$ cat src/rtl/alu_pkg.sv
// Shared types and default sizing for the sequential ALU responder.
package alu_pkg;

    localparam int ALU_WIDTH = 4;
    localparam int ALU_N     = 4;
    localparam int W         = ALU_WIDTH * ALU_N;

    typedef enum logic [2:0] {
        OP_ADD    = 3'd0,
        OP_SUB    = 3'd1,
        OP_MUL    = 3'd2,
        OP_CMP    = 3'd3,
        OP_AND    = 3'd4,
        OP_OR     = 3'd5,
        OP_XOR    = 3'd6,
        OP_PASS_A = 3'd7
    } alu_op_e;

    typedef enum logic [1:0] {
        IDLE = 2'd0,
        MUL  = 2'd1,
        DONE = 2'd2
    } state_e;

endpackage

$ cat src/rtl/alu_shift_add_mul.sv
// Iterative shift-add multiplier: one multiplier bit per cycle, LSB first.
module alu_shift_add_mul #(
    parameter int W = 16
) (
    input  logic           clk,
    input  logic           arst,
    input  logic           start,
    input  logic [W-1:0]   a,
    input  logic [W-1:0]   b,
    output logic           done,
    output logic [2*W-1:0] product
);

    localparam int CW = $clog2(W);

    logic           busy_q, busy_d;
    logic [CW-1:0]  cnt_q, cnt_d;
    logic [W-1:0]   mcand_q, mcand_d;
    logic [2*W-1:0] prod_q, prod_d;
    logic [W:0]     sum;

    // Upper half accumulates partial sums; lower half shifts the multiplier out.
    always_comb begin
        busy_d  = busy_q;
        cnt_d   = cnt_q;
        mcand_d = mcand_q;
        prod_d  = prod_q;
        done    = 1'b0;
        sum     = {1'b0, prod_q[2*W-1:W]} + {1'b0, mcand_q & {W{prod_q[0]}}};
        if (start) begin
            busy_d  = 1'b1;
            cnt_d   = CW'(W - 1);
            mcand_d = a;
            prod_d  = {{W{1'b0}}, b};
        end else if (busy_q) begin
            prod_d = {sum, prod_q[W-1:1]};
            cnt_d  = cnt_q - 1'b1;
            if (cnt_q == '0) begin
                done   = 1'b1;
                busy_d = 1'b0;
            end
        end
    end

    // Product is presented on the edge that retires the last bit.
    assign product = prod_d;

    always_ff @(posedge clk) begin
        if (arst) begin
            busy_q  <= 1'b0;
            cnt_q   <= '0;
            mcand_q <= '0;
            prod_q  <= '0;
        end else begin
            busy_q  <= busy_d;
            cnt_q   <= cnt_d;
            mcand_q <= mcand_d;
            prod_q  <= prod_d;
        end
    end

endmodule

$ cat src/rtl/alu_seq_responder.sv
// Handshaked ALU responder: single-cycle ops plus an iterative multiply,
// result registered and flagged with a one-cycle out_valid strobe.
module alu_seq_responder
    import alu_pkg::*;
#(
    parameter int WIDTH = ALU_WIDTH,
    parameter int N_ALU = ALU_N
) (
    input  logic                       clk,
    input  logic                       arst,
    input  logic                       enable,
    input  logic [2:0]                 select,
    input  logic [WIDTH*N_ALU-1:0]     a,
    input  logic [WIDTH*N_ALU-1:0]     b,
    output logic                       ready,
    output logic                       out_valid,
    output logic [2*WIDTH*N_ALU-1:0]   out,
    output logic                       carry_out,
    output logic                       a_greater,
    output logic                       a_equal,
    output logic                       a_less
);

    localparam int OW = WIDTH * N_ALU;

    state_e          state_q, state_d;
    logic [OW-1:0]   a_q, a_d, b_q, b_d;
    logic [2*OW-1:0] out_q, out_d;
    logic            carry_q, carry_d;
    logic            gt_q, gt_d, eq_q, eq_d, lt_q, lt_d;

    alu_op_e         op;
    logic            accept;
    logic [OW:0]     add_s;
    logic            mul_done;
    logic [2*OW-1:0] mul_prod;

    assign op     = alu_op_e'(select);
    assign accept = enable && (state_q == IDLE);
    assign add_s  = {1'b0, a} + {1'b0, b};

    alu_shift_add_mul #(
        .W(OW)
    ) u_mul (
        .clk     (clk),
        .arst    (arst),
        .start   (accept && (op == OP_MUL)),
        .a       (a),
        .b       (b),
        .done    (mul_done),
        .product (mul_prod)
    );

    // Results and flags only move on entry to DONE, so they hold in between.
    always_comb begin
        state_d = state_q;
        a_d     = a_q;
        b_d     = b_q;
        out_d   = out_q;
        carry_d = carry_q;
        gt_d    = gt_q;
        eq_d    = eq_q;
        lt_d    = lt_q;
        unique case (state_q)
            IDLE: begin
                if (accept) begin
                    a_d = a;
                    b_d = b;
                    if (op == OP_MUL) begin
                        state_d = MUL;
                    end else begin
                        state_d = DONE;
                        out_d   = '0;
                        carry_d = 1'b0;
                        gt_d    = a > b;
                        eq_d    = a == b;
                        lt_d    = a < b;
                        unique case (op)
                            OP_ADD: begin
                                out_d[OW:0] = add_s;
                                carry_d     = add_s[OW];
                            end
                            OP_SUB: begin
                                out_d[OW-1:0] = a - b;
                                carry_d       = a < b;
                            end
                            OP_AND:    out_d[OW-1:0] = a & b;
                            OP_OR:     out_d[OW-1:0] = a | b;
                            OP_XOR:    out_d[OW-1:0] = a ^ b;
                            OP_PASS_A: out_d[OW-1:0] = a;
                            default:   out_d = '0;
                        endcase
                    end
                end
            end
            MUL: begin
                if (mul_done) begin
                    state_d = DONE;
                    out_d   = mul_prod;
                    carry_d = 1'b0;
                    gt_d    = a_q > b_q;
                    eq_d    = a_q == b_q;
                    lt_d    = a_q < b_q;
                end
            end
            DONE:    state_d = IDLE;
            default: state_d = IDLE;
        endcase
    end

    always_ff @(posedge clk) begin
        if (arst) begin
            state_q <= IDLE;
            a_q     <= '0;
            b_q     <= '0;
            out_q   <= '0;
            carry_q <= 1'b0;
            gt_q    <= 1'b0;
            eq_q    <= 1'b0;
            lt_q    <= 1'b0;
        end else begin
            state_q <= state_d;
            a_q     <= a_d;
            b_q     <= b_d;
            out_q   <= out_d;
            carry_q <= carry_d;
            gt_q    <= gt_d;
            eq_q    <= eq_d;
            lt_q    <= lt_d;
        end
    end

    assign ready     = (state_q == IDLE);
    assign out_valid = (state_q == DONE);
    assign out       = out_q;
    assign carry_out = carry_q;
    assign a_greater = gt_q;
    assign a_equal   = eq_q;
    assign a_less    = lt_q;

endmodule
$ cat config.mk
export PLATFORM = sky130hd
export DESIGN_NAME = alu_seq_responder
export DESIGN_NICKNAME = d
export VERILOG_FILES = /design/src/rtl/alu_pkg.sv /design/src/rtl/alu_shift_add_mul.sv /design/src/rtl/alu_seq_responder.sv
export SDC_FILE = /design/constraint.sdc
export NUM_CORES = 1
export LEC_CHECK = 0
export ABC_AREA = 1
export CORE_MARGIN = 4
export CORE_UTILIZATION = 30
export DETAILED_ROUTE_END_ITERATION = 10
export PLACE_DENSITY_LB_ADDON = 0.05
export SLEW_MARGIN = 20
export SYNTH_ARGS = -nofsm -noshare
export SYNTH_HDL_FRONTEND = slang
export SYNTH_SLANG_ARGS = --single-unit
$ cat constraint.sdc
create_clock -name clk -period 2.7 [get_ports clk]
set_clock_uncertainty 0.1 [all_clocks]
set_input_delay 0.27 -clock clk [delete_from_list [all_inputs] [get_ports clk]]
set_output_delay 0.27 -clock clk [all_outputs]
set_load 0.1 [all_outputs]
# After elaboration in Yosys (flattened, before gate mapping)
# Index checks and enable logic that the tools add are counted.
# totals
reg_bits,123
wordCells,84
# op_classes
add_sub_neg,4
n_lt_le_gt_ge,4
eq_ne,13
mux,37
bitwise,4
n_reduce_logical,10
# ops
cell,count
32-bit 2-to-1 mux,5
16-bit case mux with 6 select lines,1
32-bit case mux with 2 select lines,1
16-bit by 16-bit adder with 17-bit output,2
16-bit bitwise AND,2
16-bit == test,2
16-bit > comparator,2
16-bit less-than comparator,2
1-bit 2-to-1 mux,19
16-bit OR,1
16-bit subtractor,1
16-bit XOR,1
3-bit == test (second input constant),4
1-bit case mux with 2 select lines,5
4-bit 2-to-1 mux,2
2-bit 2-to-1 mux,3
4-bit logical NOT,1
2-bit != test (second input constant),2
2-bit case mux with 2 select lines,1
2-bit AND reduction,2
4-bit AND reduction,1
2-bit nonzero test,2
4-bit by 1-bit subtractor with 4-bit output (second input constant),1
3-bit by 1-bit == test with 1-bit output (second input constant),1
7 further kinds,8

# Longest topological paths before layout
# Gate-level depths: netlist of run 1.
# depth
word_depth,6
mapped_depth,17

# Cells and area by module
# From an unflattened synthesis of run 1, not the netlist that was laid out.
# unflattened
hier_cells,1414
area_unflattened_um2,9014.9
# by_module_without_submodules
module,instances,cells_each,area_per_inst_um2
alu_seq_responder,1,903,5733.0
alu_shift_add_mul,1,511,3281.9

# Worst setup path after synthesis of run 1
# OpenSTA, ideal clock, no wires.
# synth_timing
path_type,register to register
from,register state_q[1]
to,"register out_q[2], in the netlist out[2]"
setup_ns,0.110
arrival_time_ns,2.267
t_required_ns,2.490
slack_ns,0.223
stages_incl_launch_ff,12
synth_period_minus_slack_ns,2.477
cell_sequence,dfxtp_1 nor2_2 nand2_4 inv_2 nand2_4 nand2_2 buf_4 o221ai_1 nand2_1 nand3_1 nand3_1 inv_1
# synth_between
elab_chain_cells,6
elab_cells_between_ends,13
classes_between,4 x eq/ne; 4 x mux; 5 x reduce/logical
# synth_lines
item,line_no,source
start: declaration,alu_seq_responder.sv:26,"state_e state_q, state_d;"
start signal: assignment,alu_seq_responder.sv:122,state_q <= state_d;
2-bit logical NOT *,-,
net ready,alu_seq_responder.sv:15,"output logic ready,"
1-bit logical AND,alu_seq_responder.sv:39,assign accept = enable && (state_q == IDLE);
1-bit logical AND,alu_seq_responder.sv:47,".start (accept && (op == OP_MUL)),"
1-bit 2-to-1 mux / 32-bit 2-to-1 mux (equally long branches),alu_shift_add_mul.sv:30,if (start) begin
2-bit != test (no line) / 32-bit 2-to-1 mux (equally long branches),-,
4-bit AND reduction (no line) / 32-bit case mux with 2 select lines (equally long branches),-,
end signal: assignment,alu_seq_responder.sv:125,out_q <= out_d;
end: declaration,alu_seq_responder.sv:28,"logic [2*OW-1:0] out_q, out_d;"
# Mark *: on every way through the listed nets, which the timed path passes. The rest lies on a longest branch. The select of a mux whose other input is x is not followed.
# A chain may end at the register's enable or synchronous reset.

# Final worst setup path of run 1
# layout_timing
from,register u_mul.prod_q[0]
to,"register out_q[25], in the netlist out[25]"
# layout_between
elab_chain_cells,6
# layout_lines
item,line_no,source
start: declaration,alu_shift_add_mul.sv:19,"logic [2*W-1:0] prod_q, prod_d;"
start signal: assignment,alu_shift_add_mul.sv:58,prod_q <= prod_d;
16-bit bitwise AND,alu_shift_add_mul.sv:29,"sum = {1'b0, prod_q[2*W-1:W]} + {1'b0, mcand_q & {W{prod_q[0]}}};"
16-bit by 16-bit adder with 17-bit output,alu_shift_add_mul.sv:29,
32-bit 2-to-1 mux,alu_shift_add_mul.sv:35,end else if (busy_q) begin
32-bit 2-to-1 mux,alu_shift_add_mul.sv:30,
32-bit 2-to-1 mux,alu_seq_responder.sv:97,if (mul_done) begin
32-bit case mux with 2 select lines,alu_seq_responder.sv:64,unique case (state_q)
# No other way between the ends. The select of a mux whose other input is x is not followed.

==> load_flow_metrics.sql, run 1 <==
INSERT INTO impl_metrics (metric_group, metric, value, unit) VALUES
('logic_synthesis', 'mappedNetlistArea', '0.00882', 'mm2'),
('logic_synthesis', 'synth.avg_cell_area', '6.48', 'um2'),
('floorplanning', 'die_y', '179', 'um'),
('worst_setup_path', 'critical_path.reg2reg.endpoint', 'out[25]$_SDFFE_PP0P_', ''),
('finish', 'final_nets', '1618', ''),
('logic_synthesis', 'postSynthCellCount', '1362', ''),
('sta', 'setup_viol_count_final', '0', ''),
('drt', 'initialDrtViolationCount', '613', ''),
('worst_setup_path', 'reg2reg_setup_slack', '0.30', 'ns'),
('finish', 'area_growth', '25.1', '%'),
('worst_setup_path', 'maximum_fanout_count_along_the_critical_path', '7', ''),
('outcome', 'run_status', 'finished clean', ''),
('sta', 'grt_setup_unrepaired', 'no', ''),
('sta', 'period_needed', '2.40', 'ns'),
('clock_network', 'cts-buffers-inserted', '17', ''),
('clock_network', 'cts_sinks', '123', ''),
('logic_synthesis', 'ys_async_sr_fraction', '0', ''),
('worst_setup_path', 'path_common_cell', 'nand3_1', ''),
('grt', 'grt_pass1_vias', '9035', ''),
('logic_synthesis', 'synth_enable_flop_cells', '0', ''),
('drt', 'detail-route-antenna-nets', '0', ''),
('worst_hold_path', 'hold_path.class', 'in2reg', ''),
('clock_network', 'post-cts-setup-buffer-count', '0', ''),
('drt', 'vias', '9094', ''),
('place', 'pre_cts_worst_setup_slack', '-0.173', 'ns'),
('worst_hold_path', 'destination_of_the_worst_hold_path', 'u_mul.prod_q[12]$_SDFF_PP0_', ''),
('worst_hold_path', 'min-delay-start', 'arst', ''),
('clock_network', 'cts-root-buf', 'clkbuf_16', ''),
('drt', 'drt_via_density', '4.81', ''),
('sta', 'setup_total_negative_slack', '0', 'ns'),
('logic_synthesis', 'yosysWarningCount', '0', ''),
('finish', 'commonest_cells_after_routing_fill_and_taps_aside', '326 x nand2_1, 231 x inv_1, 126 x buf_4', ''),
('pwr', 'power_density', '531', 'mW/mm2'),
('worst_setup_path', 'cpPeakStageDelay', '0.34', 'ns'),
('place', 'gp_congestion', '0.888', ''),
('drt', 'wl', '33600', 'um'),
('finish', 'final_util', '0.382', ''),
('clock_network', 'htreeDepth', '4', ''),
('sta', 'report.final.slew_viol_count', '0', ''),
('drt', 'drt_pass1_iterations', '7', ''),
('finish', 'insertedDiodeCount', '0', ''),
('grt', 'grt_max_degree', '46', ''),
('floorplanning', 'row_count', '62', ''),
('sta', 'fmaxAchievable', '417', 'MHz'),
('pwr', 'p_total', '5.86', 'mW'),
('clock_network', 'clk_pin_slew', '0.06', 'ns'),
('logic_synthesis', 'sequential_fraction_of_the_synthesis_area', '0.279', ''),
('floorplanning', 'die_footprint', '0.0322', 'mm2'),
('sta', 'worst-slew-pin-transition', '0.949', 'ns'),
('worst_setup_path', 'timing.critical_path.required', '2.96', 'ns'),
('clock_network', 'clock_latency', '0.42', 'ns'),
('worst_setup_path', 'worst-setup-path-type', 'reg2reg', ''),
('worst_setup_path', 'crit_path_slowest_cell', 'dfxtp_1', ''),
('sta', 'hold_viol', '0', ''),
('clock_network', 'clock_tree_from_tritoncts', 'yes', ''),
('worst_setup_path', 'critPathCaptureType', 'register', ''),
('grt', 'track_usage', '0.207', ''),
('floorplanning', 'core_area', '0.0289', 'mm2'),
('sta', 'period_share', '0.888', ''),
('floorplanning', 'initial_utilization', '0.306', ''),
('logic_synthesis', 'postSynthRegisterBits', '123', ''),
('pwr', 'cellLeakagePower', '5.58', 'nW'),
('sta', 'slew_headroom', '0.365', ''),
('floorplanning', 'design.portCount', '76', ''),
('floorplanning', 'die_x', '179', 'um'),
('worst_setup_path', 'crit-reg2reg-launch', 'u_mul.prod_q[0]$_SDFF_PP0_', ''),
('place', 'io_buffers', '75', ''),
('worst_setup_path', 'timing.critical_path.cells', 'buf_4 -> nand2_1 -> inv_1 -> ha_1 -> nand3_1 -> nand3_1 -> nand2_1 -> o21ai_1 -> nand3_1 -> a21o_1 -> nand3_1 -> nand3_1 -> nand2_1', ''),
('pwr', 'peakVddDrop', '0.432', 'mV'),
('place', 'hpwlAfterDp', '26700', 'um'),
('clock_network', 'maximum_clock_path_buffer_count', '2', '');
cell families after synthesis:
kind of cell / Yosys count / synth area share
flops: 123 / 0.279
fa+ha+maj: 84 / 0.122
simple gates: 599 / 0.291
compound gates: 256 / 0.170
buf+inv: 292 / 0.130
xor+xnor: 8 / 0.00794
critical path, delay by kind of cell, from the launching register on:
| kind | cells | cell delay, ns |
|---|---|---|
| compound gates | 2 | 0.52 |
| fa+ha+maj | 1 | 0.34 |
| buf+inv | 2 | 0.22 |
| flops | 1 | 0.34 |
| simple gates | 8 | 0.82 |
worst max path at each step:
stage               depth (start not counted)                   end                       start  slack (ns)
detailed placement                         16  out[10]$_SDFFE_PP0P_                        a[2]       -0.17
global placement                           16  out[10]$_SDFFE_PP0P_                        a[2]       -0.12
CTS                                        16  out[10]$_SDFFE_PP0P_                        a[2]        0.28
floorplan                                  11   out[2]$_SDFFE_PP0P_     state_q[1]$_SDFFE_PP0P_        0.22
global route                               16  out[10]$_SDFFE_PP0P_                        a[2]        0.04
finish                                     13  out[25]$_SDFFE_PP0P_  u_mul.prod_q[0]$_SDFF_PP0_        0.30
final cells by class:
| type | instances | area (um2) |
|---|---|---|
| clock buffers | 20 | 457 |
| clock inverters | 11 | 144 |
| fillers | 3160 | 17800 |
| inverters | 241 | 907 |
| multi-input cells | 947 | 5220 |
| flip-flops and latches | 123 | 2460 |
| well taps | 384 | 480 |
| repair buffers | 166 | 1370 |
power by group:
group,switching (mW),total (mW),internal (mW)
combinational,1.01,1.50,0.494
clock,0.889,2.38,1.49
sequential,0.0619,1.97,1.91
total,1.96,5.86,3.90
layer usage:
| layer | vias up | track usage | part of all wire |
|---|---|---|---|
| met3 | 38 | 0.0307 | 0.039 |
| met1 | 4163 | 0.299 | 0.51 |
| met5 | - | 0 | 0 |
| li1 | 4688 | - | - |
| met4 | 0 | 0.0582 | 0.025 |
| met2 | 205 | 0.320 | 0.43 |
sequential cells by signal (all words and copies together) (netlist names):
name           count
carry_out          1
a_q               16
u_mul.busy_q       1
b_q               16
u_mul.cnt_q        4
u_mul.prod_q      32
u_mul.mcand_q     16
state_q            2
a_equal            1
a_greater          1
out               32
a_less             1
cells in the mapped netlist, types with 2 or more instances:
cell type	n	area, um2
buf_4	4	30.0
buf_1	4	15.0
xnor2_1	2	17.5
o21ai_0	71	355
nand3b_1	3	22.5
clkbuf_1	24	90.1
xor2_1	6	52.6
o22ai_1	21	131
nor3_1	7	35.0
ha_1	81	1010
inv_2	9	33.8
nor2_1	110	413
o21bai_1	6	45.0
nand2_2	4	25.0
o21ai_1	3	15.0
buf_2	18	90.1
dfxtp_1	123	2460
a31oi_1	8	50.1
nand2_4	5	56.3
inv_1	231	867
nand4_1	18	113
a221oi_1	4	35.0
a22oi_1	2	15.0
nand3_1	113	566
a21oi_1	93	465
o211ai_1	4	30.0
o221ai_1	16	140
nand2_1	326	1220
fa_1	3	60.1
a21o_1	3	22.5
or2_2	8	50.1
a211oi_1	19	143
o31ai_1	3	22.5
through the flow:
step | cell area [um2] | hold WS, ns | instances
floorplan | 8820 | 0.313 | 1362
global placement | 10400 | 0.341 | 1861
detailed placement | 10400 | 0.345 | 1861
CTS | 11000 | 0.116 | 1892
global route | 11000 | 0.143 | 1892
finish | 11000 | 0.141 | 1892
Note: power is estimated with default switching activity, not from simulation.
==> run 2: changes to the inputs <==
- CTS_CLUSTER_SIZE: default -> 28
==> results of run 2 <==
The final DEF is identical to that of run 1; final timing and power are the same.
